[src/rtl/demux3_pkg.sv]
// rtl/demux3_pkg.sv - shared constants and target decode for demux3_buf
//
// Purpose: selector encodings, default data width, counter width/limit and
// the selector-to-channel decode used by the steering block.
// Ports: none (package).
package demux3_pkg;

  localparam int unsigned DEF_DATA_W = 32;

  localparam logic [2:0] SEL_CH0 = 3'b000;
  localparam logic [2:0] SEL_CH1 = 3'b001;
  localparam logic [2:0] SEL_CH2 = 3'b010;

  localparam int unsigned CNT_W = 16;
  localparam logic [CNT_W-1:0] CNT_MAX = {CNT_W{1'b1}};

  // Any code outside 0..2 falls back to channel 0, matching the selector muxes.
  function automatic logic [1:0] eff_target(input logic [2:0] sel);
    logic [1:0] t;
    case (sel)
      SEL_CH1: t = 2'd1;
      SEL_CH2: t = 2'd2;
      default: t = 2'd0;
    endcase
    return t;
  endfunction

endpackage

[src/rtl/demux3_slot.sv]
// rtl/demux3_slot.sv - one-entry output buffer with load/drain control
//
// Purpose: holds one word for a single destination channel.
// Ports:
//   clk, reset     clock, asynchronous active-high reset
//   load           write din into the buffer this cycle
//   out_ready      consumer takes the held word this cycle
//   din            word to capture on load
//   valid          buffer holds a word
//   dout           buffer contents (last value held when empty)
module demux3_slot
  import demux3_pkg::*;
#(
  parameter int unsigned DATA_W = DEF_DATA_W
) (
  input  logic              clk,
  input  logic              reset,
  input  logic              load,
  input  logic              out_ready,
  input  logic [DATA_W-1:0] din,
  output logic              valid,
  output logic [DATA_W-1:0] dout
);

  logic              valid_q, valid_d;
  logic [DATA_W-1:0] data_q, data_d;

  // Load wins over drain so a simultaneous drain+load keeps the slot full.
  always_comb begin
    valid_d = valid_q;
    data_d  = data_q;
    if (load) begin
      valid_d = 1'b1;
      data_d  = din;
    end else if (valid_q && out_ready) begin
      valid_d = 1'b0;
    end
  end

  always_ff @(posedge clk or posedge reset) begin
    if (reset) begin
      valid_q <= 1'b0;
      data_q  <= '0;
    end else begin
      valid_q <= valid_d;
      data_q  <= data_d;
    end
  end

  assign valid = valid_q;
  assign dout  = data_q;

endmodule

[src/rtl/demux3_buf.sv]
// rtl/demux3_buf.sv - 1-to-3 steering block with per-channel one-entry buffers
//
// Purpose: routes one word per cycle to channel 0/1/2 chosen by selector;
// each channel has its own valid/ready handshake so a stalled consumer only
// blocks words headed to it. Illegal selector codes go to channel 0 and raise
// a registered one-cycle sel_err pulse.
// Ports:
//   clk, reset                 clock, asynchronous active-high reset
//   in_valid / in_ready        producer handshake (in_ready combinational)
//   selector, data_in          destination code and word
//   out_valid[2:0], out_ready  per-channel consumer handshake
//   data_out_0..2              channel buffer contents
//   sel_err                    pulse after accepting an illegal selector
//   cnt_0..2                   accepted-word counters (DEMUX3_COUNT_EN only)
// Configuration: define DEMUX3_COUNT_EN to add saturating per-channel counters.
module demux3_buf
  import demux3_pkg::*;
#(
  parameter int unsigned DATA_W = DEF_DATA_W
) (
  input  logic              clk,
  input  logic              reset,
  input  logic              in_valid,
  output logic              in_ready,
  input  logic [2:0]        selector,
  input  logic [DATA_W-1:0] data_in,
  output logic [2:0]        out_valid,
  input  logic [2:0]        out_ready,
  output logic [DATA_W-1:0] data_out_0,
  output logic [DATA_W-1:0] data_out_1,
  output logic [DATA_W-1:0] data_out_2,
`ifdef DEMUX3_COUNT_EN
  output logic [CNT_W-1:0]  cnt_0,
  output logic [CNT_W-1:0]  cnt_1,
  output logic [CNT_W-1:0]  cnt_2,
`endif
  output logic              sel_err
);

  logic [1:0] target;
  logic       accept;
  logic [2:0] load;
  logic       sel_err_q, sel_err_d;

  assign target = eff_target(selector);

  // Ready if the target slot is empty or being drained this cycle.
  always_comb begin
    case (target)
      2'd1:    in_ready = ~out_valid[1] | out_ready[1];
      2'd2:    in_ready = ~out_valid[2] | out_ready[2];
      default: in_ready = ~out_valid[0] | out_ready[0];
    endcase
  end

  assign accept = in_valid & in_ready;

  always_comb begin
    load = 3'b000;
    case (target)
      2'd1:    load[1] = accept;
      2'd2:    load[2] = accept;
      default: load[0] = accept;
    endcase
  end

  demux3_slot #(.DATA_W(DATA_W)) u_slot0 (
    .clk(clk), .reset(reset), .load(load[0]), .out_ready(out_ready[0]),
    .din(data_in), .valid(out_valid[0]), .dout(data_out_0)
  );

  demux3_slot #(.DATA_W(DATA_W)) u_slot1 (
    .clk(clk), .reset(reset), .load(load[1]), .out_ready(out_ready[1]),
    .din(data_in), .valid(out_valid[1]), .dout(data_out_1)
  );

  demux3_slot #(.DATA_W(DATA_W)) u_slot2 (
    .clk(clk), .reset(reset), .load(load[2]), .out_ready(out_ready[2]),
    .din(data_in), .valid(out_valid[2]), .dout(data_out_2)
  );

  assign sel_err_d = accept & (selector > SEL_CH2);

  always_ff @(posedge clk or posedge reset) begin
    if (reset) begin
      sel_err_q <= 1'b0;
    end else begin
      sel_err_q <= sel_err_d;
    end
  end

  assign sel_err = sel_err_q;

`ifdef DEMUX3_COUNT_EN
  logic [CNT_W-1:0] cnt_q [3];
  logic [CNT_W-1:0] cnt_d [3];

  // Counts follow the effective channel, so illegal codes land in cnt_0.
  always_comb begin
    for (int n = 0; n < 3; n++) begin
      cnt_d[n] = cnt_q[n];
      if (load[n] && (cnt_q[n] != CNT_MAX)) begin
        cnt_d[n] = cnt_q[n] + CNT_W'(1);
      end
    end
  end

  always_ff @(posedge clk or posedge reset) begin
    if (reset) begin
      for (int n = 0; n < 3; n++) cnt_q[n] <= '0;
    end else begin
      for (int n = 0; n < 3; n++) cnt_q[n] <= cnt_d[n];
    end
  end

  assign cnt_0 = cnt_q[0];
  assign cnt_1 = cnt_q[1];
  assign cnt_2 = cnt_q[2];
`endif

endmodule

[config.mk]
export PLATFORM = sky130hd
export DESIGN_NAME = demux3_buf
export DESIGN_NICKNAME = d
export VERILOG_FILES = /design/src/rtl/demux3_pkg.sv /design/src/rtl/demux3_slot.sv /design/src/rtl/demux3_buf.sv
export SDC_FILE = /design/constraint.sdc
export NUM_CORES = 1
export LEC_CHECK = 0
export ABC_AREA = 1
export BUFFER_PORTS_ARGS = -buffer_cell sky130_fd_sc_hd__buf_4
export CORE_ASPECT_RATIO = 0.9
export CORE_MARGIN = 1
export CORE_UTILIZATION = 45
export CTS_BUF_LIST = sky130_fd_sc_hd__clkbuf_8 sky130_fd_sc_hd__clkbuf_16
export CTS_CLUSTER_DIAMETER = 60
export CTS_CLUSTER_SIZE = 28
export DETAILED_ROUTE_END_ITERATION = 16
export PLACE_DENSITY = 0.76
export REMOVE_ABC_BUFFERS = 1
export SETUP_SLACK_MARGIN = 0.1
export SKIP_LAST_GASP = 1
export SLEW_MARGIN = 20
export SYNTH_ARGS = -nofsm -noshare
export SYNTH_HDL_FRONTEND = slang
export SYNTH_SLANG_ARGS = --single-unit
[constraint.sdc]
create_clock -name clk -period 2.6 [get_ports clk]
set_input_delay 0.13 -clock clk [delete_from_list [all_inputs] [get_ports clk]]
set_output_delay 0.13 -clock clk [all_outputs]
set_load 0.01 [all_outputs]
==> summary.md <==
| Metric | Value |
|---|---|
| Overall Global Routing Usage | 0.232 |
| Post-Syn Instances | 459 |
| WP buf/inv | 5 |
| Final worst slack | 859 ps |
| Worst-path clk slew | 100 ps |
| Setup Fix Bufs, Post-CTS | 0 |
| Syn avg cell area | 9.12 sq um |
| Clock H-tree levels | 3 |
| WL/cell | 15.0 um |
| Area leader, netlist | dfrtp_1 |
| End point of the critical path | in_ready |
| Cell chain of the critical path | buf_4 > nor3_1 > inv_1 > ha_1 > inv_2 > nand2_1 > nand2_2 > buf_12 > buf_4 |
| Post-synth ARST share | 1.00 |
| Maximum fanout along the worst path | 66 |
| Final Slew Violations | 0 |
| Post-synthesis register bit count | 100 |
| Endpoints failing setup | 0 |
| Startpoint Class | primary input |
| Fin nets | 629 |
| HPWL after detailed placement | 7.16 mm |
| Worst path slowest cell | ha_1 |
| Slew @ Worst Pin | 673 ps |
| CP required | 2470 ps |
| Max_slew headroom | 0.551 |
| Area Overhead vs Synth | 33.3% |
| Die Ht | 93.5 um |
| Core Rows | 33 |
| Initial antenna violation count | 0 |
| Final period util | 0.670 |
| Most used DFF post-synth | dfrtp_1 |
| Cell Area, Synth | 4190 sq um |
| Die area | 9690 sq um |
| Drt initial violations | 187 |
| Post-Layout Cell Count | 713 |
| Peak supply drop | 402 uV |
| RePlAce Congestion | 0.742 |
| First-pass DRT Iterations | 4 |
| IO Pins | 142 |
| Critical Path Max Stage Delay | 350 ps |
| Critical path's top delay family | buffers and inverters |
| Worst hold slack | 24.7 ps |
| GRT Residual Overflow | 0 |
| Setup TNS | 0 ps |
| Achievable Freq | 574 MHz |
| CTS tree | yes |
| Placed Instances | 695 |
| Post-synth EDFFs | 0 |
| Reg-to-Reg End | u_slot1.dout[26]$_DFFE_PP0P_ |
| CTS max path bufs | 2 |
| Number of global-route vias before repair | 3556 |
| Initial core utilization | 0.461 |
| Final Core Density | 0.614 |
| Status | finished, final reports clean |
| Final worst clock skew | 13.4 ps |
| Diode count | 0 |
| Place WS | 500 ps |
| Clock root cell | clkbuf_8 |
| Register area share after synthesis | 0.598 |
| Layout cells sized above 1 | 0.294 |
| RR Startpoint | u_slot2.valid$_DFFE_PP0P_ |
| Routed vias | 3612 |
| Vias/cell | 5.07 |
| Largest net degree at the start of global routing | 67 |
| Yosys top cell area share | 0.598 |
| Max_cap viols | 0 |
| Hold Path Class | primary input to register |
| Stages on the worst setup path | 9 |
| Chip width | 104 um |
| Tmin final | 1740 ps |
| Worst Setup SP | selector[1] |
| Hold Fails Final Rpt | 0 |
| RSZ-0062 raised after global routing | false |
| Yosys Warn Count | 0 |
| Clk sinks | 100 |
| Leakage | 3.10 nW |
| Data arrival, critical path | 1610 ps |
| DRT antenna net count | 0 |
| Synth unique cells | 19 |
| Clock buffer count from CTS | 9 |
| Top cells by area, synth | dfrtp_1 (60%), nand2_1 (15%), nand4_1 (9.6%) |
| CP Class | primary input to output port |
| Top cells by instance count after synthesis | nand2_1 (170), dfrtp_1 (100), nand4_1 (64) |
| First-pass GRT wire length | 18.0 mm |
| Core ar. | 9080 sq um |
| Critical Path End Type | output port |
| Cell with the most instances after synthesis | nand2_1 |
| WL final | 10.7 mm |
| Port bufs | 141 |
| Pwr dens | 836 nW/um^2 |
| Most used cell, CP | buf_4 |
| Residual DRC | 0 |
| Worst-skew pair later-pin latency | 350 ps |
| Internal reg-to-reg setup slack | 940 ps |
| Reg2Reg Depth | 7 |
worst register-to-register path, cell delays in order, from the launching register on:
cell and delay [ps]:
dfrtp_1 400, nand2_1 100, nand2_1 70, nand3_1 140, nand4_2 380, buf_12 320, nand2_1 90, nand2_1 50
flip-flops by register name, indices dropped and copies added (netlist names):
| name | count |
|---|---|
| sel_err | 1 |
| u_slot1.dout | 32 |
| u_slot0.dout | 32 |
| u_slot2.valid | 1 |
| u_slot0.valid | 1 |
| u_slot1.valid | 1 |
| u_slot2.dout | 32 |
cells by family (layout without fill, tap and decap cells):
group,count (synthesis),count (layout),share of synthesized area
buf+inv,79,211,0.0915
compound gates,36,36,0.0436
flops,100,100,0.598
fa+ha+maj,2,2,0.00598
simple gates,242,242,0.261
worst min-delay path by stage:
stage | from | endpoint | slack, ps | cells past startpoint
after global placement | reset | u_slot2.dout[23]$_DFFE_PP0P_ | 200 | 2
after detailed placement | reset | u_slot2.dout[23]$_DFFE_PP0P_ | 200 | 2
after global routing | data_in[31] | u_slot0.dout[31]$_DFFE_PP0P_ | 20 | 3
after floorplan | out_ready[0] | u_slot0.valid$_DFFE_PP0P_ | 220 | 1
after CTS | data_in[3] | u_slot0.dout[3]$_DFFE_PP0P_ | 10 | 3
final | data_in[17] | u_slot0.dout[17]$_DFFE_PP0P_ | 20 | 3
placed cells by master, fill, tap and decap left out, drive strengths merged, types with 3 or more instances in the layout:
master / n
nand2: 171
buf: 152
dfrtp: 100
nand4: 66
inv: 42
o21ai: 34
clkbuf: 11
bufinv: 3
stage by stage:
step | total power, mW | area (sq um)
final | 4.67 | 5580
after detailed placement | 3.47 | 5300
after CTS | 4.71 | 5580
after global placement | 3.44 | 5300
after floorplan | 2.67 | 3960
after global routing | 4.92 | 5580
power breakdown:
| part | switching [mW] | total (mW) | leakage, nW | internal [mW] |
|---|---|---|---|---|
| clock network | 0.530 | 1.23 | 0.126 | 0.696 |
| registers | 0.218 | 2.12 | 1.26 | 1.90 |
| logic | 0.667 | 1.32 | 1.71 | 0.652 |
layout make-up:
cell class / count / area (sq um)
fillers: 776 / 3500
flip-flops and latches: 100 / 2500
multi-input cells: 280 / 1300
repair buffers: 154 / 1210
inverters: 41 / 156
well taps: 122 / 153
clock buffers: 11 / 151
clock inverters: 5 / 106
what timing repair did:
item	4_1_cts	5_1_grt
resized for setup	0	0
hold endpoints to repair	38	0
hold buffers	2	0
metal layers:
metal / GRT usage / part of all wire / vias up
li1: - / - / 1750
met1: 0.318 / 0.45 / 1720
met2: 0.369 / 0.47 / 128
met3: 0.0509 / 0.061 / 14
met4: 0.0798 / 0.013 / 0
met5: 0 / 0 / -
No activity file was read; power rests on OpenSTA's default activity.
